==> config.mk <==
export PLATFORM = sky130hd
export DESIGN_NAME = otter_intr_ctrl
export DESIGN_NICKNAME = d
export VERILOG_FILES = /design/src/rtl/otter_intr_pkg.sv /design/src/rtl/otter_intr_prio_enc.sv /design/src/rtl/otter_intr_ctrl.sv
export SDC_FILE = /design/constraint.sdc
export NUM_CORES = 1
export LEC_CHECK = 0
export CAP_MARGIN = 15
export CORE_MARGIN = 2
export CORE_UTILIZATION = 45
export CTS_BUF_LIST = sky130_fd_sc_hd__clkbuf_8
export DETAILED_ROUTE_END_ITERATION = 8
export MAX_ROUTING_LAYER = met4
export PLACE_DENSITY = 0.91
export SLEW_MARGIN = 40
export SYNTH_ARGS = -nofsm -noshare
export SYNTH_HDL_FRONTEND = slang
export SYNTH_SLANG_ARGS = --single-unit
==> constraint.sdc <==
create_clock -name clk -period 2.1 [get_ports clk]
set_input_delay 0.315 -clock clk [delete_from_list [all_inputs] [get_ports clk]]
set_output_delay 0.315 -clock clk [all_outputs]
set_load 0.005 [all_outputs]
==> src/rtl/otter_intr_pkg.sv <==
// otter_intr_pkg
//   Shared types and constants for the OTTER interrupt controller slice.
//   - state_e      : controller state encoding (also visible in the STATUS register)
//   - ADDR_*       : configuration register addresses
//   - N_SRC_MAX    : upper bound on the number of interrupt sources
//   - IDX_W        : width of a source index (enough for N_SRC_MAX sources)
package otter_intr_pkg;

  localparam int N_SRC_MAX = 8;
  localparam int IDX_W     = 3;

  localparam logic [1:0] ADDR_ENABLE  = 2'd0;
  localparam logic [1:0] ADDR_PENDING = 2'd1;
  localparam logic [1:0] ADDR_STATUS  = 2'd2;

  typedef enum logic [1:0] {
    ST_IDLE = 2'd0,
    ST_REQ  = 2'd1,
    ST_SERV = 2'd2
  } state_e;

endpackage

==> src/rtl/otter_intr_prio_enc.sv <==
// otter_intr_prio_enc
//   Combinational priority encoder: the lowest set index wins.
//   Ports:
//     req_i  in  N_SRC  request vector
//     idx_o  out IDX_W  index of the lowest set bit (0 when nothing is set)
//     vld_o  out 1      at least one request bit is set
module otter_intr_prio_enc
  import otter_intr_pkg::*;
#(
  parameter int N_SRC = 4
) (
  input  logic [N_SRC-1:0] req_i,
  output logic [IDX_W-1:0] idx_o,
  output logic             vld_o
);

  // Scan from the top down so the last hit, the lowest index, is what remains.
  always_comb begin
    idx_o = '0;
    vld_o = 1'b0;
    for (int i = N_SRC - 1; i >= 0; i--) begin
      if (req_i[i]) begin
        idx_o = IDX_W'(i);
        vld_o = 1'b1;
      end
    end
  end

endmodule

==> src/rtl/otter_intr_ctrl.sv <==
// otter_intr_ctrl
//   Edge-triggered interrupt controller for the OTTER core. Rising edges on
//   irq_src latch pending bits; the lowest enabled pending source is
//   requested from the control FSM and tracked until MRET.
//
//   Build option: define OTTER_INTR_SYNC_EN to put a two-flop synchronizer
//   in front of edge detection (adds two cycles of latency). Without it the
//   sources must already be synchronous to clk.
//
//   Ports:
//     clk        in   1      clock, rising edge
//     RST_N      in   1      synchronous active-low reset
//     irq_src    in   N_SRC  raw interrupt lines (rising-edge triggered)
//     mie        in   1      global interrupt enable
//     int_taken  in   1      pulse: control FSM entered its interrupt state
//     mret_exec  in   1      pulse: control FSM executed MRET
//     cfg_we     in   1      configuration write strobe
//     cfg_addr   in   2      configuration register select
//     cfg_wdata  in   8      configuration write data
//     cfg_rdata  out  8      configuration read data (combinational)
//     intr       out  1      interrupt request
//     irq_id     out  3      index of the requested / serviced source
//
//   state   | meaning
//   --------+-------------------------------------------------------------
//   ST_IDLE | nothing outstanding; watching for an enabled pending source
//   ST_REQ  | intr asserted for irq_id; waiting for int_taken
//   ST_SERV | handler running for irq_id; waiting for mret_exec
module otter_intr_ctrl
  import otter_intr_pkg::*;
#(
  parameter int N_SRC = 4
) (
  input  logic             clk,
  input  logic             RST_N,
  input  logic [N_SRC-1:0] irq_src,
  input  logic             mie,
  input  logic             int_taken,
  input  logic             mret_exec,
  input  logic             cfg_we,
  input  logic [1:0]       cfg_addr,
  input  logic [7:0]       cfg_wdata,
  output logic [7:0]       cfg_rdata,
  output logic             intr,
  output logic [2:0]       irq_id
);

  if (N_SRC < 2 || N_SRC > N_SRC_MAX) begin : g_bad_n_src
    $error("otter_intr_ctrl: N_SRC must be in 2..8");
  end

  localparam logic [N_SRC-1:0] SRC_ONE = N_SRC'(1);

  state_e             state_q, state_d;
  logic [2:0]         irq_id_q;
  logic [N_SRC-1:0]   src_in;
  logic [N_SRC-1:0]   src_q, hist_q;
  logic [N_SRC-1:0]   rise;
  logic [N_SRC-1:0]   pending_q, pending_d;
  logic [N_SRC-1:0]   enable_q, enable_d;
  logic [N_SRC-1:0]   clr;
  logic [N_SRC-1:0]   req_masked;
  logic [N_SRC-1:0]   sel_oh;
  logic               sel_en;
  logic [2:0]         enc_idx;
  logic               enc_vld;
  logic               take;
  logic               load_id;
  logic               unused_wdata;

  // Only the low N_SRC bits of write data reach a register.
  assign unused_wdata = ^cfg_wdata;

`ifdef OTTER_INTR_SYNC_EN
  logic [N_SRC-1:0] sync1_q, sync2_q;

  always_ff @(posedge clk) begin
    if (!RST_N) begin
      sync1_q <= '0;
      sync2_q <= '0;
    end else begin
      sync1_q <= irq_src;
      sync2_q <= sync1_q;
    end
  end

  assign src_in = sync2_q;
`else
  assign src_in = irq_src;
`endif

  // Sample flop plus history flop: rise is built only from registered
  // values so pending never depends combinationally on the raw pins.
  always_ff @(posedge clk) begin
    if (!RST_N) begin
      src_q  <= '0;
      hist_q <= '0;
    end else begin
      src_q  <= src_in;
      hist_q <= src_q;
    end
  end

  assign rise = src_q & ~hist_q;

  assign req_masked = pending_q & enable_q;

  otter_intr_prio_enc #(
    .N_SRC (N_SRC)
  ) u_prio_enc (
    .req_i (req_masked),
    .idx_o (enc_idx),
    .vld_o (enc_vld)
  );

  assign sel_oh  = SRC_ONE << irq_id_q;
  assign sel_en  = |(enable_q & sel_oh);
  assign take    = (state_q == ST_REQ) && int_taken;
  assign load_id = (state_q == ST_IDLE) && mie && enc_vld;

  // Configuration writes and pending update. A new edge is OR-ed in after
  // the clears so a simultaneous set always survives.
  always_comb begin
    enable_d = enable_q;
    clr      = '0;
    if (cfg_we && cfg_addr == ADDR_ENABLE) begin
      enable_d = cfg_wdata[N_SRC-1:0];
    end
    if (cfg_we && cfg_addr == ADDR_PENDING) begin
      clr = cfg_wdata[N_SRC-1:0];
    end
    if (take) begin
      clr = clr | sel_oh;
    end
    pending_d = (pending_q & ~clr) | rise;
  end

  always_ff @(posedge clk) begin
    if (!RST_N) begin
      enable_q  <= '0;
      pending_q <= '0;
      irq_id_q  <= '0;
    end else begin
      enable_q  <= enable_d;
      pending_q <= pending_d;
      if (load_id) begin
        irq_id_q <= enc_idx;
      end
    end
  end

  // FSM: state register
  always_ff @(posedge clk) begin
    if (!RST_N) begin
      state_q <= ST_IDLE;
    end else begin
      state_q <= state_d;
    end
  end

  // FSM: next state. int_taken is checked before the withdraw condition.
  always_comb begin
    state_d = state_q;
    case (state_q)
      ST_IDLE: begin
        if (load_id) state_d = ST_REQ;
      end
      ST_REQ: begin
        if (int_taken)          state_d = ST_SERV;
        else if (!mie || !sel_en) state_d = ST_IDLE;
      end
      ST_SERV: begin
        if (mret_exec) state_d = ST_IDLE;
      end
      default: state_d = ST_IDLE;
    endcase
  end

  // FSM: outputs, decoded from registered state only.
  always_comb begin
    intr   = (state_q == ST_REQ);
    irq_id = irq_id_q;
  end

  always_comb begin
    cfg_rdata = 8'h00;
    case (cfg_addr)
      ADDR_ENABLE:  cfg_rdata = 8'(enable_q);
      ADDR_PENDING: cfg_rdata = 8'(pending_q);
      ADDR_STATUS:  cfg_rdata = {3'b000, state_q, irq_id_q};
      default:      cfg_rdata = 8'h00;
    endcase
  end

endmodule
==> results_dict.tcl <==
set metrics [dict create \
    outcome "completed" \
    startpoint_type "input port" \
    placement.cell_area_um2 1170 \
    post_cts_resized 0 \
    vias_per_inst 5.44 \
    routed_wl_per_cell_um 13.9 \
    die_h_um 49.4 \
    cts_made_buffers 3 \
    detail_route.wirelength_um 2090 \
    setup-violations-final 0 \
    core_area_um2 1940 \
    hold_viol 0 \
    synth_seq_area_share 0.432 \
    cts_hold_repair.buffers 0 \
    synthTopCellsByArea "sky130_fd_sc_hd__dfxtp_1, sky130_fd_sc_hd__mux2i_1, sky130_fd_sc_hd__nand2_1, sky130_fd_sc_hd__and2_1, sky130_fd_sc_hd__buf_4" \
    cts_tree "built" \
    postSynth.asyncResetShare 0 \
    number_of_enable_flip_flop_cells_after_synthesis 0 \
    top_level_ports 32 \
    synth.avg_cell_area_um2 9.35 \
    critical_path_peak_fanout 6 \
    cts.path.max_buffers 2 \
    finalNetCount 145 \
    layout_overhead_on_the_synthesized_area_pct 35.4 \
    crit_path_max_incr_delay_ns 0.50 \
    design_power_total_mw 0.881 \
    layout_worst_path_cycle_share 0.976 \
    power.density_nw_per_um2 703 \
    hp-start "hist_q[3]$_SDFF_PN0_" \
    drv_cap 0 \
    worst_hold_path_type "reg -> reg" \
    globalRoute.totalOverflow 0 \
    htreeDepth 1 \
    place_hpwl_um 1500 \
    clk-insertion-delay-late_ns 0.26 \
    insertedDiodeCount 0 \
    dieWidth_um 49.4 \
    rows 16 \
    route.vias.total 821 \
    r2r_slack_ns 0.75 \
    layoutNonFillerInstCount 151 \
    critical-path-top-cell-by-count "sky130_fd_sc_hd__clkdlybuf4s50_1" \
    leakage_nw 0.513 \
    post_synth_instance_area_um2 926 \
    yosys_warnings 0 \
    critical_path.cell_chain "clkdlybuf4s50_1 > buf_6 > mux2i_2 > o21ai_1 > clkdlybuf4s50_1" \
    period_needed_ns 2.05 \
    global_route.usage.total 0.192 \
    most_used_flip_flop_cell_after_synthesis "sky130_fd_sc_hd__dfxtp_1" \
    place_inst 147 \
    post_route_cells_drive_above_1_share 0.0968 \
    drt_first_pass_iters 4 \
    whs_ns 0.424 \
    grt_pass1_vias 803 \
    port_buffers 23 \
    initial_core_util 0.477 \
    synth_top_cells_by_count "sky130_fd_sc_hd__dfxtp_1, sky130_fd_sc_hd__nand2_1, sky130_fd_sc_hd__mux2i_1" \
    crit_buf_inv 3 \
    dieArea_um2 2440 \
    grt_antenna_before_repair 0 \
    ys_types 27 \
    arrival_ns 1.73 \
    final.setup.tns_ns 0 \
    post-route-worst-setup-slack_ns 0.0501 \
    critical_path.reg2reg.endpoint "state_q[0]$_SDFFE_PN0P_" \
    global_route_wire_length_before_repair_um 3470 \
    globalplace.congestion 0.820 \
    final_core_util 0.646 \
    timing.setup.critical_path_class "in -> out" \
    yosysMostFrequentCell "sky130_fd_sc_hd__dfxtp_1" \
    fin_worst_skew_ns 0.00181 \
    cts_setup_buffers 0 \
    synth_cells 99 \
    drt_first_iter_violations 13 \
    vdd_drop_max_mv 0.799 \
    hold_end "pending_q[3]$_SDFF_PN0_" \
    synth_largest_type_area_fraction 0.432 \
    clock-sinks 20 \
    clock_tree.root_cell "sky130_fd_sc_hd__clkbuf_8" \
    critical-path-top-delay-family "buffers and inverters" \
    finalMaxSlewViolations 0 \
    dp_worst_slack_ns 0.0316 \
    ff2ff_path_depth 2 \
    fmaxAchievable_mhz 488 \
    critical-path-slowest-cell "sky130_fd_sc_hd__clkdlybuf4s50_1" \
    route.detailed.drc 0 \
    synth_top_area_cell "sky130_fd_sc_hd__dfxtp_1" \
    crit_path_end_kind "output port" \
    timing.critical_path.required_ns 1.78 \
    fin_area_um2 1250 \
    clkTransAtPathRegs_ns 0.07 \
    number_of_register_bits_inferred_by_synthesis 20 \
    crit-reg2reg-launch "irq_id[0]$_SDFFE_PN0P_" \
    grt_start_max_net_pins 14 \
    worst_hold_path.num_cells 1 \
    postRouteAntennaNets 0 \
]
==> placed cells by master, fill, tap and decap left out, types with 2 or more instances in the layout <==
master	instances
sky130_fd_sc_hd__o21ai_0	3
sky130_fd_sc_hd__nor3b_1	2
sky130_fd_sc_hd__nand2_1	14
sky130_fd_sc_hd__clkbuf_8	3
sky130_fd_sc_hd__dfxtp_1	20
sky130_fd_sc_hd__inv_1	5
sky130_fd_sc_hd__a32o_1	2
sky130_fd_sc_hd__and3b_1	2
sky130_fd_sc_hd__a32oi_1	2
sky130_fd_sc_hd__and2_1	6
sky130_fd_sc_hd__o21ai_1	2
sky130_fd_sc_hd__conb_1	4
sky130_fd_sc_hd__mux2i_1	8
sky130_fd_sc_hd__dlymetal6s2s_1	2
sky130_fd_sc_hd__nor2_1	3
sky130_fd_sc_hd__nand3_1	4
sky130_fd_sc_hd__buf_4	2
sky130_fd_sc_hd__clkdlybuf4s50_1	21
sky130_fd_sc_hd__nor2b_1	5
==> worst max-delay path by stage <==
stage	from	slack [ns]	cells after the start	endpoint
finish	cfg_addr[0]	0.05	5	cfg_rdata[0]
global route	cfg_addr[0]	-0.008	5	cfg_rdata[0]
CTS	cfg_addr[1]	0.03	5	cfg_rdata[0]
detailed placement	cfg_addr[1]	0.03	5	cfg_rdata[0]
global placement	cfg_addr[0]	0.07	5	cfg_rdata[1]
floorplan	irq_id[0]$_SDFFE_PN0P_	0.87	3	state_q[0]$_SDFFE_PN0P_
==> metal layers <==
layer / up-vias / global-route usage / part of all wire
li1: 390 / - / -
met1: 378 / 0.187 / 0.39
met2: 42 / 0.336 / 0.50
met3: 11 / 0.0429 / 0.061
met4: 0 / 0.129 / 0.043
met5: - / - / 0
==> kinds of logic after synthesis <==
| family | synth area share |
|---|---|
| AOI/OAI and AO/OA | 0.134 |
| buffers and inverters | 0.0811 |
| DFF | 0.432 |
| muxes | 0.122 |
| other | 0.00405 |
| and+or+nand+nor | 0.227 |
==> where the power goes <==
part	total, mW	internal (mW)	switching, mW
clock network	0.380	0.254	0.125
registers	0.410	0.396	0.0141
logic	0.0916	0.0558	0.0358
==> state kept, by name (all words and copies together), names as in the netlist <==
| register | cells |
|---|---|
| enable_q | 4 |
| irq_id | 2 |
| pending_q | 4 |
| src_q | 4 |
| state_q | 2 |
| hist_q | 4 |
==> final cells by class <==
type | count | area [µm²]
multi-input cells | 69 | 468
inverters | 5 | 18.8
flip-flops and latches | 20 | 400
repair buffers | 26 | 262
well taps | 27 | 33.8
clock inverters | 1 | 30.0
fillers | 167 | 688
clock buffers | 3 | 41.3
(Power assumes the default switching activity.)
